**src/rtl/lvdc_clk_pkg.sv**
```systemverilog
// Shared definitions for the phase-timing clock blocks.
//   phase_state_t : sequencer states (IDLE / ACTIVE / GAP)
//   cnt_width()   : width of the phase/gap down-counter
//   idx_width()   : width of a phase index
package lvdc_clk_pkg;

    typedef enum logic [1:0] {
        ST_IDLE   = 2'd0,
        ST_ACTIVE = 2'd1,
        ST_GAP    = 2'd2
    } phase_state_t;

    function automatic int max2(input int a, input int b);
        return (a > b) ? a : b;
    endfunction

    // The counter only ever holds PHASE_LEN-1 or GAP-1. It is kept at
    // least 1 bit wide so that PHASE_LEN=GAP=1 still elaborates.
    function automatic int cnt_width(input int plen, input int gap);
        return max2(1, $clog2(max2(plen, gap)));
    endfunction

    function automatic int idx_width(input int nphase);
        return max2(1, $clog2(nphase));
    endfunction

endpackage

```
**src/rtl/phase_interlock_chk.sv**
```systemverilog
// Sticky onehot0 checker for phase-clock buses.
//   clk, rst : clock, async active-high reset
//   ph_da    : early phase enables
//   ph       : phase clocks
//   err      : set (registered) when either bus has more than one bit high;
//              only reset clears it
module phase_interlock_chk #(
    parameter int WIDTH = 4
) (
    input  logic             clk,
    input  logic             rst,
    input  logic [WIDTH-1:0] ph_da,
    input  logic [WIDTH-1:0] ph,
    output logic             err
);

    // x & (x-1) clears the lowest set bit; anything left means >1 bit high.
    function automatic logic multi_hot(input logic [WIDTH-1:0] x);
        return |(x & (x - WIDTH'(1)));
    endfunction

    logic overlap;
    assign overlap = multi_hot(ph_da) | multi_hot(ph);

    always_ff @(posedge clk or posedge rst) begin
        if (rst) err <= 1'b0;
        else     err <= err | overlap;
    end

endmodule

```
**src/rtl/lvdc_phase_gen.sv**
```systemverilog
// N-phase non-overlapping timing-clock generator.
//   SIM_CLK, SIM_RST : clock, async active-high reset
//   BOP              : inhibit; no new phase starts while high
//   MODE             : 0 = free run, 1 = single step
//   STEP             : step request, sampled only in IDLE
//   PH_DA            : early phase enables (registered from next-state decode)
//   PH               : phase clocks, PH_DA delayed one cycle
//   PHN              : ~PH delayed one further cycle
//   PH_DRV           : FANOUT copies of each PH bit, no added latency
//   PHASE_IDX        : current or next phase index
//   CYC_DONE         : one-cycle pulse when the last phase's gap ends
//   ERR              : sticky overlap fault
module lvdc_phase_gen
    import lvdc_clk_pkg::*;
#(
    parameter int NPHASE    = 4,
    parameter int FANOUT    = 8,
    parameter int PHASE_LEN = 4,
    parameter int GAP       = 1
) (
    input  logic                         SIM_CLK,
    input  logic                         SIM_RST,
    input  logic                         BOP,
    input  logic                         MODE,
    input  logic                         STEP,
    output logic [NPHASE-1:0]            PH_DA,
    output logic [NPHASE-1:0]            PH,
    output logic [NPHASE-1:0]            PHN,
    output logic [NPHASE*FANOUT-1:0]     PH_DRV,
    output logic [idx_width(NPHASE)-1:0] PHASE_IDX,
    output logic                         CYC_DONE,
    output logic                         ERR
);

    localparam int CW = cnt_width(PHASE_LEN, GAP);
    localparam int IW = idx_width(NPHASE);
    localparam logic [CW-1:0]     LEN_LD = CW'(PHASE_LEN - 1);
    localparam logic [CW-1:0]     GAP_LD = CW'(GAP - 1);
    localparam logic [IW-1:0]     LAST   = IW'(NPHASE - 1);
    localparam logic [NPHASE-1:0] ONE    = NPHASE'(1);

    if (NPHASE < 2) begin : g_bad_nphase
        $error("lvdc_phase_gen: NPHASE must be >= 2");
    end
    if (PHASE_LEN < 1) begin : g_bad_len
        $error("lvdc_phase_gen: PHASE_LEN must be >= 1");
    end
    if (GAP < 1) begin : g_bad_gap
        $error("lvdc_phase_gen: GAP must be >= 1");
    end
    if (FANOUT < 1) begin : g_bad_fanout
        $error("lvdc_phase_gen: FANOUT must be >= 1");
    end

    phase_state_t  state, state_nxt;
    logic [CW-1:0] cnt, cnt_nxt;
    logic [IW-1:0] idx_nxt;
    logic          cyc_nxt;
    logic          start_ok;

    assign start_ok = !BOP && (!MODE || STEP);

    // The counter only decrements when non-zero, so it never wraps.
    always_comb begin
        state_nxt = state;
        cnt_nxt   = cnt;
        idx_nxt   = PHASE_IDX;
        cyc_nxt   = 1'b0;
        case (state)
            ST_IDLE: begin
                if (start_ok) begin
                    state_nxt = ST_ACTIVE;
                    cnt_nxt   = LEN_LD;
                end
            end
            ST_ACTIVE: begin
                if (cnt == '0) begin
                    state_nxt = ST_GAP;
                    cnt_nxt   = GAP_LD;
                end else begin
                    cnt_nxt = cnt - CW'(1);
                end
            end
            ST_GAP: begin
                if (cnt == '0) begin
                    idx_nxt = (PHASE_IDX == LAST) ? '0 : PHASE_IDX + IW'(1);
                    cyc_nxt = (PHASE_IDX == LAST);
                    // MODE and BOP only matter here, at a phase boundary,
                    // so a phase is never cut short.
                    if (BOP || MODE) begin
                        state_nxt = ST_IDLE;
                    end else begin
                        state_nxt = ST_ACTIVE;
                        cnt_nxt   = LEN_LD;
                    end
                end else begin
                    cnt_nxt = cnt - CW'(1);
                end
            end
            default: state_nxt = ST_IDLE;
        endcase
    end

    always_ff @(posedge SIM_CLK or posedge SIM_RST) begin
        if (SIM_RST) begin
            state     <= ST_IDLE;
            cnt       <= '0;
            PHASE_IDX <= '0;
            CYC_DONE  <= 1'b0;
            PH_DA     <= '0;
            PH        <= '0;
            PHN       <= '1;
        end else begin
            state     <= state_nxt;
            cnt       <= cnt_nxt;
            PHASE_IDX <= idx_nxt;
            CYC_DONE  <= cyc_nxt;
            // Decoded from the next state every cycle, so PH_DA rises on the
            // same edge that enters ACTIVE and cannot hold a stale value.
            PH_DA     <= (state_nxt == ST_ACTIVE) ? (ONE << idx_nxt) : '0;
            PH        <= PH_DA;
            PHN       <= ~PH;
        end
    end

    for (genvar i = 0; i < NPHASE; i++) begin : g_fan
        assign PH_DRV[i*FANOUT +: FANOUT] = {FANOUT{PH[i]}};
    end

    phase_interlock_chk #(.WIDTH(NPHASE)) u_chk (
        .clk   (SIM_CLK),
        .rst   (SIM_RST),
        .ph_da (PH_DA),
        .ph    (PH),
        .err   (ERR)
    );

endmodule

```
**config.mk**
```make
export PLATFORM = sky130hd
export DESIGN_NAME = lvdc_phase_gen
export DESIGN_NICKNAME = d
export VERILOG_FILES = /design/src/rtl/lvdc_clk_pkg.sv /design/src/rtl/phase_interlock_chk.sv /design/src/rtl/lvdc_phase_gen.sv
export SDC_FILE = /design/constraint.sdc
export NUM_CORES = 1
export LEC_CHECK = 0
export ABC_CLOCK_PERIOD_IN_PS = 3000
export CAP_MARGIN = 20
export CORE_MARGIN = 4
export CORE_UTILIZATION = 47
export CTS_BUF_LIST = sky130_fd_sc_hd__clkbuf_2
export CTS_CLUSTER_DIAMETER = 60
export CTS_CLUSTER_SIZE = 30
export DETAILED_ROUTE_END_ITERATION = 8
export PLACE_DENSITY_LB_ADDON = 0.1
export RECOVER_POWER = 50
export SYNTH_ARGS = -nofsm -noshare
export SYNTH_HDL_FRONTEND = slang
export SYNTH_SLANG_ARGS = --single-unit
export TNS_END_PERCENT = 50
```
**constraint.sdc**
```tcl
create_clock -name SIM_CLK -period 3 [get_ports SIM_CLK]
set_clock_uncertainty 0.1 [all_clocks]
set_input_delay 0.6 -clock SIM_CLK [delete_from_list [all_inputs] [get_ports SIM_CLK]]
set_output_delay 0.6 -clock SIM_CLK [all_outputs]
set_load 0.01 [all_outputs]
```
### Yosys cells after proc, flatten, opt, wreduce, memory -nomap -nowiden

Index checks and enable logic that the tools add are counted.

* bits of input ports: 5
* bits in registers: 20

* eq/ne operators: 6
* bitwise gates (word level): 5
* muxes and demuxes: 16
* add/subtract/negate cells: 4
* shift operators: 1
* reductions and logical operators: 11

Operators with widths (number)
* 2-to-1 mux 2 bit: 10
* one-hot mux 2 bit (3 select lines): 2
* bitwise AND 4 bit: 2
* OR reduction 4 bit: 2
* subtractor 4 x 1 -> 4 bit, second input constant: 2
* equality test 2 x 1 -> 1 bit, second input constant: 2
* equality test 2 bit, second input constant: 2
* logical NOT 2 bit: 2
* 2-to-1 mux 4 bit: 1
* inverter 4 bit: 1
* << shifter 1 x 2 -> 4 bit, first input constant: 1
* 2-to-1 mux 1 bit: 3
* != test 3 bit, second input constant: 1
* AND reduction 3 bit: 1
* nonzero test 3 bit: 1
* adder 2 x 1 -> 2 bit, second input constant: 1
* logical NOT 1 bit: 2
* logical OR 1 bit: 2
* != test 2 bit, second input constant: 1
* OR 1 bit: 2
* subtractor 2 x 1 -> 2 bit, second input constant: 1
* logical AND 1 bit: 1

### Logic depth before layout (Yosys ltp)

Gate-level depths: netlist of run 1.

* depth in word-level cells: 7
* depth in mapped cells: 7
* depth with buffers taken out: 6

### Modules after synthesis

A second synthesis of run 1 with hierarchy kept.

* cell total of the unflattened synthesis: 124
* area total of the unflattened synthesis: 1253.7 um^2

Modules (own cells, without submodules)
* lvdc_phase_gen: cells each 116, times used 1, area each 1174.9 um^2, seq. area each 480.5 um^2
* phase_interlock_chk: cells each 8, times used 1, area each 78.8 um^2, seq. area each 25.0 um^2

### Worst setup path after synthesis of run 1

Ideal clock, no wire load.

* path kind: reg2reg
* from: reg state[0]
* to: reg cnt[0]
* path buffers: 0
* stages on the path, launching flop included: 6
* required time: 2.775 ns
* period minus slack after synthesis: 1.646 ns
* data arrival time: 1.422 ns
* setup slack: 1.354 ns
* cells stage by stage: dfrtp_1 inv_1 ha_1 nand2_2 o211ai_1 mux2_2

* longest elaborated chain between the ends: 3
* elaborated cells on any way between the ends: 8

RTL lines
* from (decl): RTL line lvdc_phase_gen.sv:55 `phase_state_t state, state_nxt;`
* from (signal assigned): RTL line lvdc_phase_gen.sv:114 `state <= state_nxt;`
* equality test 2 bit, or another cell as far along: RTL line lvdc_phase_gen.sv:69 `case (state)`
* != test 3 bit (no line), or another cell as far along
* AND reduction 3 bit (no line)
* to (signal assigned): RTL line lvdc_phase_gen.sv:115 `cnt <= cnt_nxt;`
* to (decl): RTL line lvdc_phase_gen.sv:56 `logic [CW-1:0] cnt, cnt_nxt;`

Several ways; a longest one is shown, not always the timed one.
A chain may end at the register's enable or synchronous reset.

### Worst setup path after layout of run 1

* from: reg PH[1]
* to: out PH_DRV[9]

RTL lines
* from (decl): RTL line lvdc_phase_gen.sv:27 `output logic [NPHASE-1:0] PH,`
* from (signal assigned): RTL line lvdc_phase_gen.sv:111 `PH <= '0;`
* from (signal assigned): RTL line lvdc_phase_gen.sv:121 `PH <= PH_DA;`
* to (decl): RTL line lvdc_phase_gen.sv:29 `output logic [NPHASE*FANOUT-1:0] PH_DRV,`

No word-level cell between the ends.

==> results.json, run 1 <==
{
  "min_to": "PH[1]",
  "clock-sinks": 20,
  "grt_pass1_vias": 809,
  "worstHoldStart": "PH_DA[1]",
  "ys_ff_latch": 20,
  "ff2ff_setup_slack_ns": 0.91,
  "cts.hold.buffers_added": 0,
  "irDropWorstVdd_mv": 0.597,
  "syn_to_final_growth_pct": 27.6,
  "syn_area_mm2": 0.00124,
  "cts_resized": 0,
  "grt_usage": 0.132,
  "cp_slowest_stage_delay_ns": 0.61,
  "synthFlopType": "dfrtp_1",
  "core_mm2": 0.00250,
  "die_y_um": 59.3,
  "diodes": 0,
  "crit_chain": "clkdlybuf4s50_1",
  "cts_tree": "done",
  "final_net_count": 165,
  "path_delay_family": "buffers and inverters",
  "synth-xor-area-share": 0,
  "worstReg2RegEnd": "PH_DA[1]",
  "drive_gt1_frac": 0.0738,
  "path_class": "reg2out",
  "reg2reg_from": "state[0]",
  "post_cts_buffers": 0,
  "ant_nets": 0,
  "grt_max_degree": 21,
  "synth.most_common_cell": "buf_4",
  "grt_antenna_before_repair": 0,
  "drv_slew": 0,
  "cap_violations": 0,
  "fin_tns_setup_ns": 0,
  "synthAdderAreaFrac": 0.109,
  "p_per_area_mw_per_mm2": 900,
  "htree_levels": 1,
  "rows": 18,
  "die-area_mm2": 0.00352,
  "synth_fp_nets": 141,
  "r2r_cells": 6,
  "synthDistinctLibCells": 30,
  "route.detailed.drc": 0,
  "yosys-top-cells-count": "buf_4 (32), dfrtp_1 (16), inv_1 (15)",
  "io_buffers": 52,
  "period_minus_slack_ns": 2.19,
  "crit_start": "PH[1]",
  "fin_crit_sh": 0.730,
  "setup_viol": 0,
  "hold_depth": 0,
  "cts.path.max_buffers": 2,
  "worst_slew_pin_slew_ns": 0.728,
  "hold_viol": 0,
  "yosysSeqAreaShare": 0.408,
  "synthSimpleGateAreaFrac": 0.0909,
  "synth_compound_area_frac": 0.131,
  "leakage_nw": 0.686,
  "synth_top_family_by_area": "buffers and inverters",
  "crit_arrival_ns": 1.49,
  "hp-class": "reg2reg",
  "fin_cells": 179,
  "wl_per_cell_um": 12.3,
  "fillerInstances": 208,
  "dp.cells": 175,
  "vias": 868,
  "cts-root-buf": "clkbuf_2",
  "grt_pass1_wl_um": 3560,
  "endpoint_kind": "output port",
  "async_reset_ff_frac": 1.00,
  "crit_path_start_kind": "flip-flop",
  "dr.pass1.iters": 4,
  "clock.fmax_ghz": 0.457,
  "yosys_warnings": 0,
  "worstSkewPairLatency_ns": 0.30,
  "synth_top_cell_area_share": 0.323,
  "avgSynthCellArea_um2": 9.83,
  "syn_inst": 126,
  "initial_utilization": 0.495,
  "clk_pin_slew_worst_paths_ns": 0.20,
  "place.detailed.hpwl_um": 1710,
  "overflow": 0,
  "boundaryPins": 53,
  "grt_setup_unrepaired": "false",
  "synth_edf_count": 0,
  "relSlewSlack": 0.514,
  "cts_made_buffers": 3,
  "status": "completed",
  "die_x_um": 59.3,
  "routed_wl_um": 2200,
  "synth_area_leader_cell": "dfrtp_1",
  "finalWeightedCongestion": 0.797,
  "synth.mux.area_fraction": 0.0172,
  "critPathRequiredTime_ns": 2.30,
  "crit_buf_inv": 1,
  "cp_max_fo": 12,
  "drt_iter0_drc": 18,
  "vias_per_cell": 4.85,
  "synth_area_leaders": "dfrtp_1 (32%), buf_4 (19%), ha_1 (10%)",
  "critPathSlowestCell": "clkdlybuf4s50_1"
}
final cells by class:
type | count | area [um^2] | share of cell area
clock buffer | 3 | 15.0 | 0.00950
clock inverter | 1 | 30.0 | 0.0190
inverter | 15 | 56.3 | 0.0356
multi-input combinational | 58 | 415 | 0.263
sequential | 20 | 505 | 0.320
tap | 30 | 37.5 | 0.0238
timing repair buffer | 52 | 520 | 0.329
metal layers:
| layer | share of wire | vias up | global-route usage |
|---|---|---|---|
| li1 | - | 430 | - |
| met1 | 0.41 | 406 | 0.154 |
| met2 | 0.51 | 30 | 0.239 |
| met3 | 0.080 | 2 | 0.0240 |
| met4 | 0.0068 | 0 | 0.0485 |
| met5 | 0 | - | 0 |
worst max-delay path by stage:
stage                  to  slack [ns]  cells after the start
6_report        PH_DRV[9]        0.81                      1
5_1_grt          PH_DA[1]        0.66                      6
4_1_cts        PH_DRV[14]        0.77                      1
3_5_place_dp       cnt[0]        0.86                      5
3_3_place_gp       cnt[0]        0.89                      5
2_1_floorplan      cnt[0]        1.35                      5
cells in the final DEF, fill, tap and decap left out, types with 2 or more instances in the layout:
cell type	count
nor3_1	4
clkdlybuf4s50_1	45
a32oi_1	2
nor2_1	9
o211ai_1	2
inv_1	15
clkbuf_2	3
a21oi_1	5
o21ai_0	6
dfstp_2	4
dfrtp_1	16
dlygate4sd3_1	7
nor2b_1	2
nand2_1	3
ha_1	10
flip-flops by register name, indices dropped and copies added (netlist names):
name,flops
PH,4
CYC_DONE,1
PHN,4
u_chk.err,1
PHASE_IDX,2
cnt,2
state,2
PH_DA,4
stage by stage:
stage | util | worst slack [ns] | hold WS, ns | total power, mW | instance area, um^2
CTS | 0.639 | 0.771 | 0.346 | 1.47 | 1600
global route | 0.632 | 0.658 | 0.363 | 1.53 | 1580
finish | 0.632 | 0.810 | 0.340 | 1.42 | 1580
detailed placement | 0.621 | 0.860 | 0.303 | 1.27 | 1550
floorplan | - | 1.35 | 0.335 | 1.00 | 1240
global placement | 0.621 | 0.893 | 0.299 | 1.25 | 1550
cell families (layout without fill, tap and decap cells):
kind of cell	after synthesis	count (layout)
buffers and inverters	48	71
and+or+nand+nor	23	23
AOI/OAI and AO/OA	22	22
DFF	20	20
adders and majority gates	11	11
muxes	2	2
where the power goes:
group / total, mW / switching [mW] / internal (mW)
registers: 0.466 / 0.105 / 0.360
logic: 0.759 / 0.345 / 0.414
clock network: 0.197 / 0.0820 / 0.115
total: 1.42 / 0.533 / 0.889
Power figures use the tool's default switching activity.
==> run 2: changes to the inputs <==
--- a/config.mk
+++ b/config.mk
@@ -5,10 +5,10 @@
 export SDC_FILE = /design/constraint.sdc
 export NUM_CORES = 1
 export LEC_CHECK = 0
-export ABC_CLOCK_PERIOD_IN_PS = 3000
+export ABC_CLOCK_PERIOD_IN_PS = 2050
 export CAP_MARGIN = 20
 export CORE_MARGIN = 4
-export CORE_UTILIZATION = 47
+export CORE_UTILIZATION = 44
 export CTS_BUF_LIST = sky130_fd_sc_hd__clkbuf_2
 export CTS_CLUSTER_DIAMETER = 60
 export CTS_CLUSTER_SIZE = 30
==> constraint.sdc (replaced) <==
create_clock -name SIM_CLK -period 2.05 [get_ports SIM_CLK]
set_clock_uncertainty 0.1 [all_clocks]
set_input_delay 0.41 -clock SIM_CLK [delete_from_list [all_inputs] [get_ports SIM_CLK]]
set_output_delay 0.41 -clock SIM_CLK [all_outputs]
set_load 0.01 [all_outputs]
==> run 2 against run 1 <==
Register-to-register slack worse by 0.76 ns; flip-flop and latch count stayed put; critical path type unchanged; power is 40% higher; via count is 2.5% higher; non-clock buffer count is 2 higher; setup slack worse by 0.72 ns; critical path depth stayed put; sequential power is 47% higher; cell count is 1.1% higher; sequential share of layout area is 0.24 points higher.
==> results.json, run 2 (same netlist as run 1, synthesis figures left out) <==
{
  "irDropWorstVdd_mv": 0.903,
  "relSlewSlack": 0.293,
  "post_cts_buffers": 0,
  "r2r_cells": 5,
  "routed_wl_um": 2470,
  "cp_max_fo": 1,
  "status": "completed",
  "grt_usage": 0.136,
  "drv_slew": 0,
  "grt_pass1_wl_um": 3680,
  "cts_tree": "done",
  "multi_input_area_um2": 429,
  "critPathRequiredTime_ns": 1.54,
  "grt_setup_unrepaired": "false",
  "vias": 890,
  "layout_commonest_cell": "clkdlybuf4s50_1",
  "ant_nets": 0,
  "crit_buf_inv": 1,
  "path_delay_family": "buffers and inverters",
  "endpoint_kind": "output port",
  "wl_per_cell_um": 13.7,
  "route.detailed.drc": 0,
  "io_buffers": 52,
  "regArea_um2": 510,
  "die-area_mm2": 0.00373,
  "clock-sinks": 20,
  "cap_violations": 0,
  "path_class": "reg2out",
  "final_net_count": 167,
  "clk_pin_slew_worst_paths_ns": 0.18,
  "drive_gt1_frac": 0.113,
  "mostFrequentLayoutCells": "clkdlybuf4s50_1 (44), inv_1 (15), dfrtp_1 (12)",
  "setup_viol": 0,
  "cts.path.max_buffers": 2,
  "crit_path_end": "PHN[3]",
  "diodes": 0,
  "p_per_area_mw_per_mm2": 1260,
  "fillerInstances": 225,
  "finalWeightedCongestion": 0.804,
  "leakage_nw": 0.674,
  "hp-class": "reg2reg",
  "die_y_um": 61.1,
  "dpl_cell_area_mm2": 0.00157,
  "crit_start": "PHN[3]",
  "drt_iter0_drc": 6,
  "clock.fmax_ghz": 0.510,
  "cts-root-buf": "clkbuf_2",
  "grt_pass1_vias": 809,
  "boundaryPins": 53,
  "final_cell_area_mm2": 0.00158,
  "core_mm2": 0.00259,
  "grt_max_degree": 21,
  "path_depth": 1,
  "hold_depth": 0,
  "hold_viol": 0,
  "dr.pass1.iters": 4,
  "grt_antenna_before_repair": 0,
  "cp_slowest_stage_delay_ns": 0.59,
  "syn_to_final_growth_pct": 27.9,
  "critPathSlowestCell": "dlygate4sd3_1",
  "timing.hold.ws_ns": 0.325,
  "die_x_um": 61.1,
  "reg_top3": "PHN (4), PH (4), PH_DA (4)",
  "worst_slew_pin_slew_ns": 1.06,
  "crit_arrival_ns": 1.45,
  "overflow": 0,
  "cts.hold.buffers_added": 0,
  "fin_tns_setup_ns": 0,
  "cts_made_buffers": 3,
  "initial_utilization": 0.478,
  "rows": 18,
  "crit_chain": "dlygate4sd3_1",
  "crit_path_start_kind": "flip-flop",
  "worstReg2RegEnd": "cnt[0]",
  "place.detailed.hpwl_um": 1990,
  "vias_per_cell": 4.92,
  "ff2ff_setup_slack_ns": 0.15,
  "htree_levels": 1,
  "fin_crit_sh": 0.957,
  "reg2reg_from": "state[0]",
  "period_minus_slack_ns": 1.96,
  "worstSkewPairLatency_ns": 0.31
}
[run 2: worst min-delay path by stage]
stage	startpoint	end	slack [ns]
3_3_place_gp	PH_DA[1]	PH[1]	0.30
6_report	PH_DA[1]	PH[1]	0.33
4_1_cts	SIM_RST	PH[1]	0.30
5_1_grt	PH_DA[1]	PH[1]	0.35
3_5_place_dp	PH_DA[1]	PH[1]	0.29
2_1_floorplan	SIM_RST	CYC_DONE	0.27
[run 2: timing repair]
item                                   in CTS  in global routing
setup endpoints to repair                   0                 36
endpoints found under the hold margin       0                  0
resized for setup                           0                  4
[run 2: stage by stage]
step                      std cells  total power [mW]   util  setup WS (ns)
after CTS                       181              2.03  0.612         0.0182
final                           181              2.00  0.612         0.0878
after floorplan                 126              1.46      -          0.404
after detailed placement        177              1.87  0.605         0.0368
after global placement          177              1.84  0.605          0.131
after global routing            181              2.16  0.612         0.0181
[run 2: final cells by class]
class,instances,share of cell area
sequential,20,0.322
clock inverter,1,0.00237
tap,30,0.0237
clock buffer,3,0.00948
inverter,15,0.0355
multi-input combinational,58,0.271
timing repair buffer,54,0.336
[run 2: report_power, final]
part / switching [mW] / internal, mW
registers: 0.155 / 0.532
clock network: 0.119 / 0.0424
logic: 0.523 / 0.623
total: 0.798 / 1.20
[run 2: per-layer routing]
| layer | GRT usage | part of all wire |
|---|---|---|
| met5 | 0 | 0 |
| met4 | 0.0619 | 0.014 |
| met3 | 0.0252 | 0.068 |
| met2 | 0.233 | 0.51 |
| met1 | 0.166 | 0.41 |
